`src/rtl/ones_word_gen_pkg.sv`:
```
// Shared constants for the ones-word generator and the popcount block it exercises.
// Holds the word/count widths, the FSM state encoding and the justification modes.
package ones_word_gen_pkg;

    localparam int WIDTH = 8;
    localparam int CW    = 3;

    typedef enum logic [1:0] {
        IDLE  = 2'd0,
        BUILD = 2'd1,
        DONE  = 2'd2
    } state_e;

    localparam logic MODE_LSB = 1'b0;
    localparam logic MODE_MSB = 1'b1;

endpackage

```
`src/rtl/ones_word_gen_if.sv`:
```
// Request/stream/result bundle between a word consumer and the ones-word generator.
// The slave modport is the generator side; the master modport is the requester side.
interface ones_word_gen_if;
    import ones_word_gen_pkg::*;

    logic             start;
    logic [CW-1:0]    count_in;
    logic             mode;
    logic             busy;
    logic             serial_out;
    logic             serial_valid;
    logic [WIDTH-1:0] data_out;
    logic             done;

    modport slave (
        input  start, count_in, mode,
        output busy, serial_out, serial_valid, data_out, done
    );

    modport master (
        output start, count_in, mode,
        input  busy, serial_out, serial_valid, data_out, done
    );

endinterface

```
`src/rtl/ones_bit_sel.sv`:
```
// Justification rule: decides whether bit position idx of the word is a one,
// given the requested count and whether the ones sit at the LSB or MSB end.
module ones_bit_sel
    import ones_word_gen_pkg::*;
(
    input  logic [CW-1:0] idx_i,
    input  logic [CW-1:0] cnt_i,
    input  logic          mode_i,
    output logic          bit_o
);

    // One extra bit so WIDTH - 0 = WIDTH does not wrap and cnt=0 yields no ones.
    localparam logic [CW:0] WIDTH_W = (CW+1)'(WIDTH);

    logic [CW:0] msb_threshold;

    always_comb begin
        msb_threshold = WIDTH_W - {1'b0, cnt_i};
        if (mode_i == MODE_MSB) begin
            bit_o = ({1'b0, idx_i} >= msb_threshold);
        end else begin
            bit_o = (idx_i < cnt_i);
        end
    end

endmodule

```
`src/rtl/ones_word_gen.sv`:
```
// Bit-serial generator of an 8-bit word holding exactly cnt ones, LSB first,
// streaming each bit and presenting the finished word with a one-cycle done pulse.
module ones_word_gen
    import ones_word_gen_pkg::*;
(
    input  logic              clk,
    input  logic              rst,
    ones_word_gen_if.slave    bus
);

    state_e           state_q;
    logic [CW-1:0]    idx_q;
    logic [CW-1:0]    cnt_q;
    logic             mode_q;
    logic [WIDTH-1:0] shreg_q;
    logic [WIDTH-1:0] data_q;
    logic             busy_q;
    logic             sout_q;
    logic             svalid_q;
    logic             done_q;

    logic [CW-1:0]    sel_idx;
    logic [CW-1:0]    sel_cnt;
    logic             sel_mode;
    logic             sel_bit;
    logic [WIDTH-1:0] shreg_d;

    // The selector looks one bit ahead so serial_out can be a register: in IDLE it
    // evaluates bit 0 of the incoming request, in BUILD the bit of the next cycle.
    always_comb begin
        sel_idx  = idx_q + 1'b1;
        sel_cnt  = cnt_q;
        sel_mode = mode_q;
        if (state_q == IDLE) begin
            sel_idx  = '0;
            sel_cnt  = bus.count_in;
            sel_mode = bus.mode;
        end
        shreg_d = {sout_q, shreg_q[WIDTH-1:1]};
    end

    ones_bit_sel u_bit_sel (
        .idx_i  (sel_idx),
        .cnt_i  (sel_cnt),
        .mode_i (sel_mode),
        .bit_o  (sel_bit)
    );

    always_ff @(posedge clk or negedge rst) begin
        if (!rst) begin
            state_q  <= IDLE;
            idx_q    <= '0;
            cnt_q    <= '0;
            mode_q   <= MODE_LSB;
            shreg_q  <= '0;
            data_q   <= '0;
            busy_q   <= 1'b0;
            sout_q   <= 1'b0;
            svalid_q <= 1'b0;
            done_q   <= 1'b0;
        end else begin
            case (state_q)
                IDLE: begin
                    done_q <= 1'b0;
                    if (bus.start) begin
                        cnt_q    <= bus.count_in;
                        mode_q   <= bus.mode;
                        idx_q    <= '0;
                        shreg_q  <= '0;
                        busy_q   <= 1'b1;
                        svalid_q <= 1'b1;
                        sout_q   <= sel_bit;
                        state_q  <= BUILD;
                    end
                end
                BUILD: begin
                    shreg_q <= shreg_d;
                    idx_q   <= idx_q + 1'b1;
                    if (idx_q == CW'(WIDTH - 1)) begin
                        // Final shift goes straight to data_out so done and the word coincide.
                        data_q   <= shreg_d;
                        done_q   <= 1'b1;
                        svalid_q <= 1'b0;
                        sout_q   <= 1'b0;
                        state_q  <= DONE;
                    end else begin
                        sout_q <= sel_bit;
                    end
                end
                DONE: begin
                    done_q  <= 1'b0;
                    busy_q  <= 1'b0;
                    state_q <= IDLE;
                end
                default: begin
                    done_q   <= 1'b0;
                    busy_q   <= 1'b0;
                    svalid_q <= 1'b0;
                    sout_q   <= 1'b0;
                    state_q  <= IDLE;
                end
            endcase
        end
    end

    assign bus.busy         = busy_q;
    assign bus.serial_out   = sout_q;
    assign bus.serial_valid = svalid_q;
    assign bus.data_out     = data_q;
    assign bus.done         = done_q;

endmodule

```
`src/flat_wrapper.sv`:
```
// flat-port wrapper written by rule: the top's interface ports become plain ports
module ones_word_gen_flat import ones_word_gen_pkg::*;
  (clk, rst, bus_start, bus_count_in, bus_mode, bus_busy, bus_serial_out, bus_serial_valid, bus_data_out, bus_done);
  ones_word_gen_if bus_i ();
  input  logic clk;
  input  logic rst;
  input wire logic [$bits(bus_i.start)-1:0] bus_start;
  input wire logic [$bits(bus_i.count_in)-1:0] bus_count_in;
  input wire logic [$bits(bus_i.mode)-1:0] bus_mode;
  output wire logic [$bits(bus_i.busy)-1:0] bus_busy;
  output wire logic [$bits(bus_i.serial_out)-1:0] bus_serial_out;
  output wire logic [$bits(bus_i.serial_valid)-1:0] bus_serial_valid;
  output wire logic [$bits(bus_i.data_out)-1:0] bus_data_out;
  output wire logic [$bits(bus_i.done)-1:0] bus_done;
  assign bus_i.start = bus_start;
  assign bus_i.count_in = bus_count_in;
  assign bus_i.mode = bus_mode;
  assign bus_busy = bus_i.busy;
  assign bus_serial_out = bus_i.serial_out;
  assign bus_serial_valid = bus_i.serial_valid;
  assign bus_data_out = bus_i.data_out;
  assign bus_done = bus_i.done;
  ones_word_gen u_core (.clk(clk), .rst(rst), .bus(bus_i));
endmodule
```
`config.mk`:
```
export PLATFORM = sky130hd
export DESIGN_NAME = ones_word_gen_flat
export DESIGN_NICKNAME = d
export VERILOG_FILES = /design/src/rtl/ones_word_gen_pkg.sv /design/src/rtl/ones_word_gen_if.sv /design/src/rtl/ones_bit_sel.sv /design/src/rtl/ones_word_gen.sv /design/src/flat_wrapper.sv
export SDC_FILE = /design/constraint.sdc
export NUM_CORES = 1
export LEC_CHECK = 0
export ABC_CLOCK_PERIOD_IN_PS = 4150
export CAP_MARGIN = 20
export CORE_ASPECT_RATIO = 1.2
export CORE_MARGIN = 2
export CORE_UTILIZATION = 45
export CTS_BUF_LIST = sky130_fd_sc_hd__clkbuf_4 sky130_fd_sc_hd__clkbuf_8
export DETAILED_ROUTE_END_ITERATION = 10
export PLACE_DENSITY = 0.68
export SLEW_MARGIN = 15
export SYNTH_ARGS = -nofsm -noshare
export SYNTH_HDL_FRONTEND = slang
export SYNTH_SLANG_ARGS = --single-unit
```
`constraint.sdc`:
```
create_clock -name clk -period 4.15 [get_ports clk]
set_input_delay 0.83 -clock clk [delete_from_list [all_inputs] [get_ports clk]]
set_output_delay 0.83 -clock clk [all_outputs]
set_load 0.01 [all_outputs]
```
==> results.ini, run 1 <==
[worst_setup_path]
cp-start-kind = input port
cp.buffers_inverters = 1
critPathTopFamily = compound AO/OA/AOI/OAI gates
criticalPathCategory = input port to register
r2r_cells = 8
worst-endpoint-required_ps = 4370
r2r_slack_ps = 1920
crit_path_max_incr_delay_ps = 490
crit_chain = clkdlybuf4s50_1 > nor4_1 > or3_1 > nand2_1 > ha_1 > a21oi_1 > o21ai_0 > a311o_1
setup.worst_path.end_class = register
slowest_stage = clkdlybuf4s50_1
cp_max_fo = 4
worstSetupPathDepth = 8
r2r_end = u_core.bus.serial_out
r2r_start = u_core.state_q[0]
worstPathArrival_ps = 2750

[cells_and_area]
seqCellArea_sq_um = 700.7
syn2layout_area_growth_pct = 18.97
fin_nets = 140
final_layout_size_suffix_gt1_frac = 0.1719
antennaDiodeCount = 0
nFillCells = 249
multi_input_area_sq_um = 566.8

[outcome]
status = completed

[place]
portBuffers = 18
place_congestion = 0.8317
hpwl_um = 1624

[sta]
max_freq_mhz = 394.0
slew_headroom = 0.7015
hold_viol = 0
finalMaxSlewViolations = 0
fin_tns_setup_ps = 0
fin_skew_ps = 4.447
tightest_slew_ps = 447.5
rsz0062_at_grt = false
fin_crit_ps = 2538
setup_viol = 0
finalCritPeriodShare = 0.6115

[clock_tree]
cts_resized = 0
clock-sinks = 28
worstSkewPairLatency_ps = 320
numCtsBuffers = 3
clock_path_buffers = 2
cts-root-buf = clkbuf_4
cts_setup_buffers = 0
holdBufCountCts = 0
clk_pin_slew_ps = 150
tritoncts = yes
htreeDepth = 1

[logic_synthesis]
synthArstFlopShare = 1.000
yosysTopAreaCell = dfrtp_1
synthMuxAreaShare = 0.1176
syn_area_sq_mm = 0.001319
synth_compound_area_frac = 0.1290
synth_seq_cells = 28
synth_top_area_share = 0.5313
synthTopCellsByCount = 28 x dfrtp_1, 12 x mux2_2, 9 x a22o_1
synth_fp_nets = 120
yosys_most_used_dff = dfrtp_1
seq_area_frac_synth = 0.5313
yosys.area_share.simple = 0.1243
synth-edff-count = 0
yosysWarnings = 0
yosys.cell_count.top_type = dfrtp_1
synth_cells = 109
synth_top_family_by_area = compound AO/OA/AOI/OAI gates
avgSynthCellArea_sq_um = 12.10
synthDistinctLibCells = 32
synth-xor-area-share = 0.01328
synth.area.top_cells = dfrtp_1 53%, mux2_2 10%, a22o_1 6.0%, ha_1 3.8%, a21oi_1 3.0%
synthAdderAreaFrac = 0.04554

[power_and_ir_drop]
p_seq_frac = 0.406
p_per_area_mw_per_mm2 = 759.8
power_switching_share = 0.3355
p_leak_nw = 0.7276
netSwitchingPower_w = 0.0003999
clkPwrFrac = 0.146
peakVddDrop_mv = 0.3889
p_comb_frac = 0.448
power_w = 0.001192
internal-power_w = 0.0007922

[grt]
grt_pass1_wl_um = 4015
grt_pass1_vias = 934
grt_max_degree = 29
grtUsageTotal = 0.1574
grt_overflow = 0
grt_antenna_before_repair = 0

[min_path]
holdPathEnd = u_core.bus.done
hp-class = register to register
min-delay-start = u_core.bus.done
holdPathStages = 1

[drt]
detail-route-antenna-nets = 0
wirelength_um = 2240
wl_per_cell_um = 13.83
drtPass1Iterations = 4
via_count = 903
dr.first_iter.drc_count = 14
avgViaCountPerCell = 5.574
drc = 0

[die]
core-area_sq_mm = 0.002785
die-area_sq_mm = 0.003381
rows = 21
start_util = 0.4735
ioPinCount = 19
die_height_um = 63.30
die_w_um = 53.42

[run]
cap_violations = 0

-- registers in the layout (all words and copies together), names as in the netlist --
| signal | flops |
|---|---|
| u_core.cnt_q | 3 |
| u_core.mode_q | 1 |
| u_core.shreg_q | 7 |
| u_core.bus.busy | 1 |
| u_core.bus.serial_valid | 1 |
| u_core.bus.data_out | 8 |
| u_core.bus.done | 1 |
| u_core.idx_q | 3 |
| u_core.state_q | 2 |
| u_core.bus.serial_out | 1 |
-- worst max-delay path by stage --
stage | from | endpoint
2_1_floorplan | bus_count_in[1] | u_core.bus.serial_out
3_3_place_gp | bus_count_in[0] | u_core.bus.serial_out
3_5_place_dp | bus_count_in[0] | u_core.bus.serial_out
4_1_cts | bus_count_in[0] | u_core.bus.serial_out
5_1_grt | bus_count_in[1] | u_core.bus.serial_out
6_report | bus_count_in[1] | u_core.bus.serial_out
-- layer usage --
layer	global-route usage	routed length, um	vias to the layer above	share of wire
met5	0	0	-	0
met1	0.1822	969	454	0.43
li1	-	-	429	-
met3	0.02370	87	2	0.039
met4	0.05128	19	0	0.0085
met2	0.2840	1163	18	0.52
-- area by class of cell --
class,instances,share of cell area
Inverter,5,0.01196
Clock buffer,3,0.01435
Timing Repair Buffer,19,0.1196
Multi-Input combinational cell,72,0.3612
Sequential cell,28,0.4466
Tap cell,34,0.02711
Clock inverter,1,0.01914
-- power by group through the flow --
stage                     clock, W  sequential [W]  combinational, W
after floorplan                  0        0.000482          0.000378
after global placement           0        0.000489          0.000526
after detailed placement         0        0.000492          0.000543
after CTS                 0.000182        0.000486          0.000545
after global routing      0.000193        0.000503          0.000601
final                     0.000174        0.000484          0.000534
-- stage by stage --
| stage | setup slack, ps | area (sq um) | hold slack, ps | cells | util |
|---|---|---|---|---|---|
| 6_report | 1612 | 1569 | 509.3 | 162 | 0.5633 |
| 5_1_grt | 1459 | 1569 | 544.4 | 162 | 0.5633 |
| 4_1_cts | 1629 | 1569 | 515.6 | 162 | 0.5633 |
| 3_5_place_dp | 1273 | 1516 | 481.0 | 158 | 0.5445 |
| 3_3_place_gp | 1344 | 1516 | 468.7 | 158 | 0.5445 |
| 2_1_floorplan | 1909 | 1319 | 468.9 | 109 | - |
-- cells by family (layout without fill, tap and decap cells) --
logic type / count (synthesis) / after routing
AND/OR/NAND/NOR: 27 / 27
buffers and inverters: 9 / 28
multiplexers: 14 / 14
adder cells (fa/ha/maj): 5 / 5
AO/OA/AOI/OAI: 24 / 24
flip-flops: 28 / 28
XOR/XNOR: 2 / 2
-- layout by cell type (no fill, tap or decap), types with 2 or more instances in the layout --
cell / instances
a21oi_1: 8
a22o_1: 9
clkbuf_4: 3
clkdlybuf4s50_1: 18
dfrtp_1: 28
ha_1: 4
inv_1: 5
mux2_2: 12
mux2i_1: 2
nand2_1: 5
nand2b_1: 3
nand3b_1: 2
nor2_1: 3
nor2b_1: 2
nor3_1: 2
o21ai_0: 3
or3_1: 2
Note: power is estimated with default switching activity, not from simulation.
==> run 2, diff against run 1 <==
--- a/config.mk
+++ b/config.mk
@@ -5,14 +5,14 @@
 export SDC_FILE = /design/constraint.sdc
 export NUM_CORES = 1
 export LEC_CHECK = 0
-export ABC_CLOCK_PERIOD_IN_PS = 4150
+export ABC_CLOCK_PERIOD_IN_PS = 2300
 export CAP_MARGIN = 20
 export CORE_ASPECT_RATIO = 1.2
 export CORE_MARGIN = 2
 export CORE_UTILIZATION = 45
 export CTS_BUF_LIST = sky130_fd_sc_hd__clkbuf_4 sky130_fd_sc_hd__clkbuf_8
 export DETAILED_ROUTE_END_ITERATION = 10
-export PLACE_DENSITY = 0.68
+export PLACE_DENSITY = 0.71
 export SLEW_MARGIN = 15
 export SYNTH_ARGS = -nofsm -noshare
 export SYNTH_HDL_FRONTEND = slang
==> constraint.sdc (replaced) <==
create_clock -name clk -period 2.3 [get_ports clk]
set_input_delay 0.46 -clock clk [delete_from_list [all_inputs] [get_ports clk]]
set_output_delay 0.46 -clock clk [all_outputs]
set_load 0.01 [all_outputs]
==> run 2 against run 1 <==
Net effect:
- clock power rose by 82%
- critical path type is now register to register
- first-iteration DRC count rose by 57%
- highest routed layer unchanged
- largest power group unchanged
- hold slack got worse by 18 ps
==> results.ini, run 2 (synthesis gave the netlist of run 1 again) <==
[outcome]
status = completed  ; unchanged

[drt]
drtPass1Iterations = 5  ; was 4
drc = 0  ; unchanged
avgViaCountPerCell = 5.443  ; was 5.574
wl_per_cell_um = 13.35  ; was 13.83 um
dr.first_iter.drc_count = 22  ; was 14
detail-route-antenna-nets = 0  ; unchanged
wirelength_um = 2230  ; was 2240 um
via_count = 909  ; was 903

[sta]
holdWs_ps = 491.5  ; was 509.3 ps
slew_headroom = 0.7136  ; was 0.7015
hold_viol = 0  ; unchanged
fin_crit_ps = 2154
rsz0062_at_grt = false  ; unchanged
fin_skew_ps = 5.679  ; was 4.447 ps
finalMaxSlewViolations = 0  ; unchanged
finalCritPeriodShare = 0.9363
setup_slack_ps = 146.5  ; was 1612 ps
setup_viol = 0  ; unchanged
max_freq_mhz = 464.4
tightest_slew_ps = 429.2  ; was 447.5 ps

[place]
dpl_cell_area_sq_mm = 0.001554  ; was 0.001516 sq mm
hpwl_um = 1659  ; was 1624 um
portBuffers = 18  ; unchanged
dp_slack_ps = -144.0  ; was 1273 ps
place_congestion = 0.8114  ; was 0.8317

[grt]
grt_max_degree = 29  ; unchanged
grt_pass1_vias = 915  ; was 934
grtUsageTotal = 0.1580  ; was 0.1574
grt_antenna_before_repair = 0  ; unchanged
grt_overflow = 0  ; unchanged
grt_pass1_wl_um = 4015  ; unchanged

[worst_setup_path]
criticalPathCategory = register to register  ; was input port to register
setup.worst_path.end_class = register  ; unchanged
crit_path_max_incr_delay_ps = 520  ; was 490 ps
cp.buffers_inverters = 0  ; was 1
critPathTopFamily = simple AND/OR/NAND/NOR gates  ; was compound AO/OA/AOI/OAI gates
crit_chain = nor2_4 > nor3_1 > or3_1 > nand2_1 > ha_1 > a21oi_1 > o21ai_0 > a311o_1  ; was clkdlybuf4s50_1 > nor4_1 > or3_1 > nand2_1 > ha_1 > a21oi_1 > o21ai_0 > a311o_1
slowest_stage = dfrtp_1  ; was clkdlybuf4s50_1
worst-endpoint-required_ps = 2520  ; was 4370 ps
worstPathArrival_ps = 2370  ; was 2750 ps
cp_max_fo = 9  ; was 4
cp-start-kind = register  ; was input port

[die]
die_w_um = 53.42  ; unchanged
core-area_sq_mm = 0.002785  ; unchanged
ioPinCount = 19  ; unchanged
die-area_sq_mm = 0.003381  ; unchanged
start_util = 0.4735  ; unchanged
rows = 21  ; unchanged
die_height_um = 63.30  ; unchanged

[cells_and_area]
fin_area_sq_mm = 0.001607  ; was 0.001569 sq mm
antennaDiodeCount = 0  ; unchanged
fin_nets = 145  ; was 140
post-route-util = 0.5768  ; was 0.5633
nFillCells = 265  ; was 249
syn2layout_area_growth_pct = 21.82  ; was 18.97%
largest_reg_flops = 8  ; unchanged
final_common_cell = dfrtp_1  ; unchanged
final_layout_size_suffix_gt1_frac = 0.2030  ; was 0.1719
layout_common_cells = 28 x dfrtp_1, 18 x clkdlybuf4s50_1, 12 x mux2_2  ; unchanged

[power_and_ir_drop]
p_comb_frac = 0.463  ; was 0.448
power_switching_share = 0.3356  ; was 0.3355
p_seq_frac = 0.393  ; was 0.406
peakVddDrop_mv = 0.8639  ; was 0.3889 mV
p_leak_nw = 0.7512  ; was 0.7276 nW
internal-power_w = 0.001463  ; was 0.0007922 W
clkPwrFrac = 0.144  ; was 0.146
netSwitchingPower_w = 0.0007390  ; was 0.0003999 W
power_w = 0.002202  ; was 0.001192 W
p_per_area_mw_per_mm2 = 1371  ; was 759.8 mW/mm^2

[clock_tree]
worstSkewPairLatency_ps = 320  ; about the same
holdBufCountCts = 0  ; unchanged
clock-sinks = 28  ; unchanged
clk_pin_slew_ps = 150  ; about the same
htreeDepth = 1  ; unchanged
tritoncts = yes  ; unchanged
clock_path_buffers = 2  ; unchanged
cts-root-buf = clkbuf_4  ; unchanged
numCtsBuffers = 3  ; unchanged
cts_setup_buffers = 0  ; unchanged
cts_resized = 0  ; unchanged

[min_path]
hp-class = input port to async pin  ; was register to register

[run]
cap_violations = 0  ; unchanged

[run 2: changes by cell type in the layout (fill, tap and decap cells not counted)]
| cell | previous run | this run |
|---|---|---|
| buf_4 | 1 | 6 |
[run 2: area by class of cell]
type | count | area, sq um | area share
clock buffers | 3 | 22.52 | 0.01402
well taps | 34 | 42.54 | 0.02648
flip-flops and latches | 28 | 700.7 | 0.4361
repair buffers | 24 | 225.2 | 0.1402
multi-input cells | 72 | 566.8 | 0.3528
inverters | 5 | 18.77 | 0.01168
clock inverters | 1 | 30.03 | 0.01869
[run 2: power by group through the flow]
stage | clock network (W) | registers (W) | logic (W)
final | 0.000317 | 0.000866 | 0.00102
after global placement | 0 | 0.000871 | 0.000994
after global routing | 0.000357 | 0.000899 | 0.00114
after CTS | 0.000328 | 0.000870 | 0.00103
after floorplan | 0 | 0.000870 | 0.000682
after detailed placement | 0 | 0.000883 | 0.00103
[run 2: final timing paths]
| check | start | to | slack [ps] | cells past startpoint |
|---|---|---|---|---|
| min reg2reg | u_core.bus.done | u_core.bus.done | 500 | 1 |
| max in group asynchronous | rst | u_core.cnt_q[2] | 1550 | 2 |
| max | u_core.state_q[1] | u_core.bus.serial_out | 150 | 8 |
| min in group clk | u_core.bus.done | u_core.bus.done | 500 | 1 |
| max reg2reg | u_core.state_q[1] | u_core.bus.serial_out | 150 | 8 |
| min | rst | u_core.shreg_q[1] | 490 | 2 |
[run 2: through the flow]
step           TNS (ps)  cells
3_5_place_dp     -144.0    163
2_1_floorplan         0    109
4_1_cts               0    167
6_report              0    167
5_1_grt               0    167
3_3_place_gp     -60.23    163
[run 2: metal layers]
metal / vias to the layer above / track usage / share of wire
li1: 438 / - / -
met1: 454 / 0.1950 / 0.44
met2: 15 / 0.2747 / 0.51
met3: 2 / 0.02370 / 0.033
met4: 0 / 0.04808 / 0.0067
met5: - / 0 / 0
==> run 3, diff against run 2 <==
--- a/config.mk
+++ b/config.mk
@@ -5,6 +5,7 @@
 export SDC_FILE = /design/constraint.sdc
 export NUM_CORES = 1
 export LEC_CHECK = 0
+export ABC_AREA = 1
 export ABC_CLOCK_PERIOD_IN_PS = 2300
 export CAP_MARGIN = 20
 export CORE_ASPECT_RATIO = 1.2
==> run 3 against run 2 <==
Net effect:
- core utilization down 0.49 points
- setup slack better by 290 ps
- fmax grew 15%
- clock-buffer cell count did not move
- first-iteration DRC count down 59%
- sequential power down 6.1%
- critical path depth grew 3
- area after synthesis grew 1.1%
- via count grew 13%
- cell area is essentially flat
- critical endpoint unchanged
- highest routed layer unchanged
==> results.ini, run 3 <==
[outcome]
status = completed  ; unchanged

[die]
die_w_um = 53.70  ; was 53.42 um
start_util = 0.4744  ; was 0.4735
die_height_um = 63.64  ; was 63.30 um
die-area_sq_mm = 0.003417  ; was 0.003381 sq mm
core-area_sq_mm = 0.002811  ; was 0.002785 sq mm
rows = 21  ; unchanged
ioPinCount = 19  ; unchanged

[clock_tree]
clock_path_buffers = 2  ; unchanged
cts-root-buf = clkbuf_4  ; unchanged
cts_setup_buffers = 0  ; unchanged
clk_pin_slew_ps = 160  ; was 150 ps
numCtsBuffers = 3  ; unchanged
worstSkewPairLatency_ps = 350  ; was 320 ps
clock-sinks = 28  ; unchanged
holdBufCountCts = 0  ; unchanged
cts_resized = 0  ; unchanged
htreeDepth = 1  ; unchanged
tritoncts = yes  ; unchanged

[run]
cap_violations = 0  ; unchanged

[logic_synthesis]
synthTopCellsByCount = 42 x nand2_1, 28 x dfrtp_1, 25 x inv_1  ; was 28 x dfrtp_1, 12 x mux2_2, 9 x a22o_1
avgSynthCellArea_sq_um = 8.833  ; was 12.10 sq um
synthDistinctLibCells = 20  ; was 32
synth_top_area_share = 0.5253  ; was 0.5313
seq_area_frac_synth = 0.5253  ; was 0.5313
synth-edff-count = 0  ; unchanged
yosysTopAreaCell = dfrtp_1  ; unchanged
yosysWarnings = 0  ; unchanged
synth.area.top_cells = dfrtp_1 53%, nand2_1 12%, inv_1 7.0%, o21ai_2 5.3%, ha_1 3.8%  ; was dfrtp_1 53%, mux2_2 10%, a22o_1 6.0%, ha_1 3.8%, a21oi_1 3.0%
synth_cells = 151  ; was 109
yosys_most_used_dff = dfrtp_1  ; unchanged
synthArstFlopShare = 1.000  ; unchanged
synth_fp_nets = 162  ; was 120
yosys.cell_count.top_type = nand2_1  ; was dfrtp_1
synth_seq_cells = 28  ; unchanged
syn_area_sq_mm = 0.001334  ; was 0.001319 sq mm

[drt]
wl_per_cell_um = 12.02  ; was 13.35 um
drtPass1Iterations = 4  ; was 5
wirelength_um = 2488  ; was 2230 um
drc = 0  ; unchanged
via_count = 1027  ; was 909
dr.first_iter.drc_count = 9  ; was 22
avgViaCountPerCell = 4.961  ; was 5.443
detail-route-antenna-nets = 0  ; unchanged

[sta]
setup_viol = 0  ; unchanged
hold_viol = 0  ; unchanged
fin_skew_ps = 14.95  ; was 5.679 ps
fin_crit_ps = 1865  ; was 2154 ps
finalMaxSlewViolations = 0  ; unchanged
slew_headroom = 0.7659  ; was 0.7136
rsz0062_at_grt = false  ; unchanged
finalCritPeriodShare = 0.8108  ; was 0.9363
max_freq_mhz = 536.3  ; was 464.4 MHz
holdWs_ps = 455.1  ; was 491.5 ps
fin_tns_setup_ps = 0  ; unchanged
tightest_slew_ps = 351.2  ; was 429.2 ps

[worst_setup_path]
worst-endpoint-required_ps = 2550  ; was 2520 ps
worstPathArrival_ps = 2110  ; was 2370 ps
crit_path_max_incr_delay_ps = 490  ; was 520 ps
cp_max_fo = 6  ; was 9
crit_path_frequent_cell = nand2_1
crit_chain = nor2_2 > nand2_1 > o21ai_1 > inv_1 > nand2_1 > nand2_1 > ha_1 > nand3_1 > nand3_1 > nand2_1 > nand2_1  ; was nor2_4 > nor3_1 > or3_1 > nand2_1 > ha_1 > a21oi_1 > o21ai_0 > a311o_1
criticalPathCategory = register to register  ; unchanged
setup.worst_path.end_class = register  ; unchanged
slowest_stage = dfrtp_1  ; unchanged
cp-start-kind = register  ; unchanged

[grt]
grtUsageTotal = 0.1806  ; was 0.1580
grt_max_degree = 29  ; unchanged
grt_overflow = 0  ; unchanged
grt_antenna_before_repair = 0  ; unchanged
grt_pass1_vias = 1083  ; was 915
grt_pass1_wl_um = 4540  ; was 4015 um

[cells_and_area]
antennaDiodeCount = 0  ; unchanged
final_common_cell = nand2_1  ; was dfrtp_1
final_layout_size_suffix_gt1_frac = 0.1445  ; was 0.2030
fin_nets = 185  ; was 145
syn2layout_area_growth_pct = 20.54  ; was 21.82%
largest_reg_flops = 8  ; unchanged
layout_common_cells = 42 x nand2_1, 28 x dfrtp_1, 25 x inv_1  ; was 28 x dfrtp_1, 18 x clkdlybuf4s50_1, 12 x mux2_2

[min_path]
hp-class = input port to async pin  ; unchanged

[power_and_ir_drop]
p_comb_frac = 0.521  ; was 0.463
clkPwrFrac = 0.139  ; was 0.144
netSwitchingPower_w = 0.0009875  ; was 0.0007390 W
power_switching_share = 0.4127  ; was 0.3356
p_per_area_mw_per_mm2 = 1488  ; was 1371 mW/mm^2
p_leak_nw = 0.8234  ; was 0.7512 nW
peakVddDrop_mv = 0.6429  ; was 0.8639 mV
internal-power_w = 0.001405  ; was 0.001463 W
p_seq_frac = 0.340  ; was 0.393

[place]
place_congestion = 0.8892  ; was 0.8114
portBuffers = 18  ; unchanged
hpwl_um = 1852  ; was 1659 um

run 3: stage by stage:
| stage | cells | utilization | instance area (sq um) | total power [W] | worst slack [ps] |
|---|---|---|---|---|---|
| 2_1_floorplan | 151 | - | 1334 | 0.001679 | 685.7 |
| 3_3_place_gp | 203 | 0.5532 | 1555 | 0.002015 | 318.5 |
| 3_5_place_dp | 203 | 0.5532 | 1555 | 0.002082 | 227.5 |
| 4_1_cts | 207 | 0.5719 | 1608 | 0.002417 | 438.3 |
| 5_1_grt | 207 | 0.5719 | 1608 | 0.002629 | 286.1 |
| 6_report | 207 | 0.5719 | 1608 | 0.002393 | 435.2 |
run 3: per-layer routing:
metal,GRT usage,vias to the layer above,part of all wire
met4,0.1058,0,0.027
met2,0.2896,22,0.51
met5,0,-,0
met1,0.2234,476,0.43
li1,-,522,-
met3,0.02370,7,0.034
run 3: worst max-delay path, delay by kind of cell, from the launching register on:
family | cells | cell delay, ps
buffers and inverters | 1 | 130
AO/OA/AOI/OAI | 1 | 170
flip-flops | 1 | 490
adder cells (fa/ha/maj) | 1 | 270
AND/OR/NAND/NOR | 8 | 710
run 3: cells by family after synthesis:
logic type / Yosys count / synth area share
AOI/OAI and AO/OA: 28 / 0.1398
adders and majority gates: 4 / 0.03752
buffers and inverters: 31 / 0.09380
DFF: 28 / 0.5253
and+or+nand+nor: 60 / 0.2036
run 3: worst paths after layout:
path                                        start                     end  slack (ps)  cells after the start
min                                           rst  u_core.bus.data_out[3]         460                      2
min reg2reg                u_core.bus.data_out[5]  u_core.bus.data_out[5]         510                      2
max                             u_core.state_q[1]   u_core.bus.serial_out         440                     11
max reg2reg                     u_core.state_q[1]   u_core.bus.serial_out         440                     11
min in group clk           u_core.bus.data_out[5]  u_core.bus.data_out[5]         510                      2
max in group asynchronous                     rst         u_core.cnt_q[1]        1570                      2
run 3: cell type report:
class,instances,area [sq um]
Multi-Input combinational cell,92,508.0
Fill cell,270,1204
Clock inverter,1,30.03
Sequential cell,28,700.7
Tap cell,34,42.54
Clock buffer,3,22.52
Timing Repair Buffer,20,195.2
Inverter,29,108.9
run 3: power by group through the flow:
stage	combinational [W]	sequential (W)	clock (W)
floorplan	0.000830	0.000849	0
global placement	0.00120	0.000817	0
detailed placement	0.00126	0.000823	0
CTS	0.00126	0.000814	0.000342
global route	0.00143	0.000836	0.000358
finish	0.00125	0.000813	0.000332
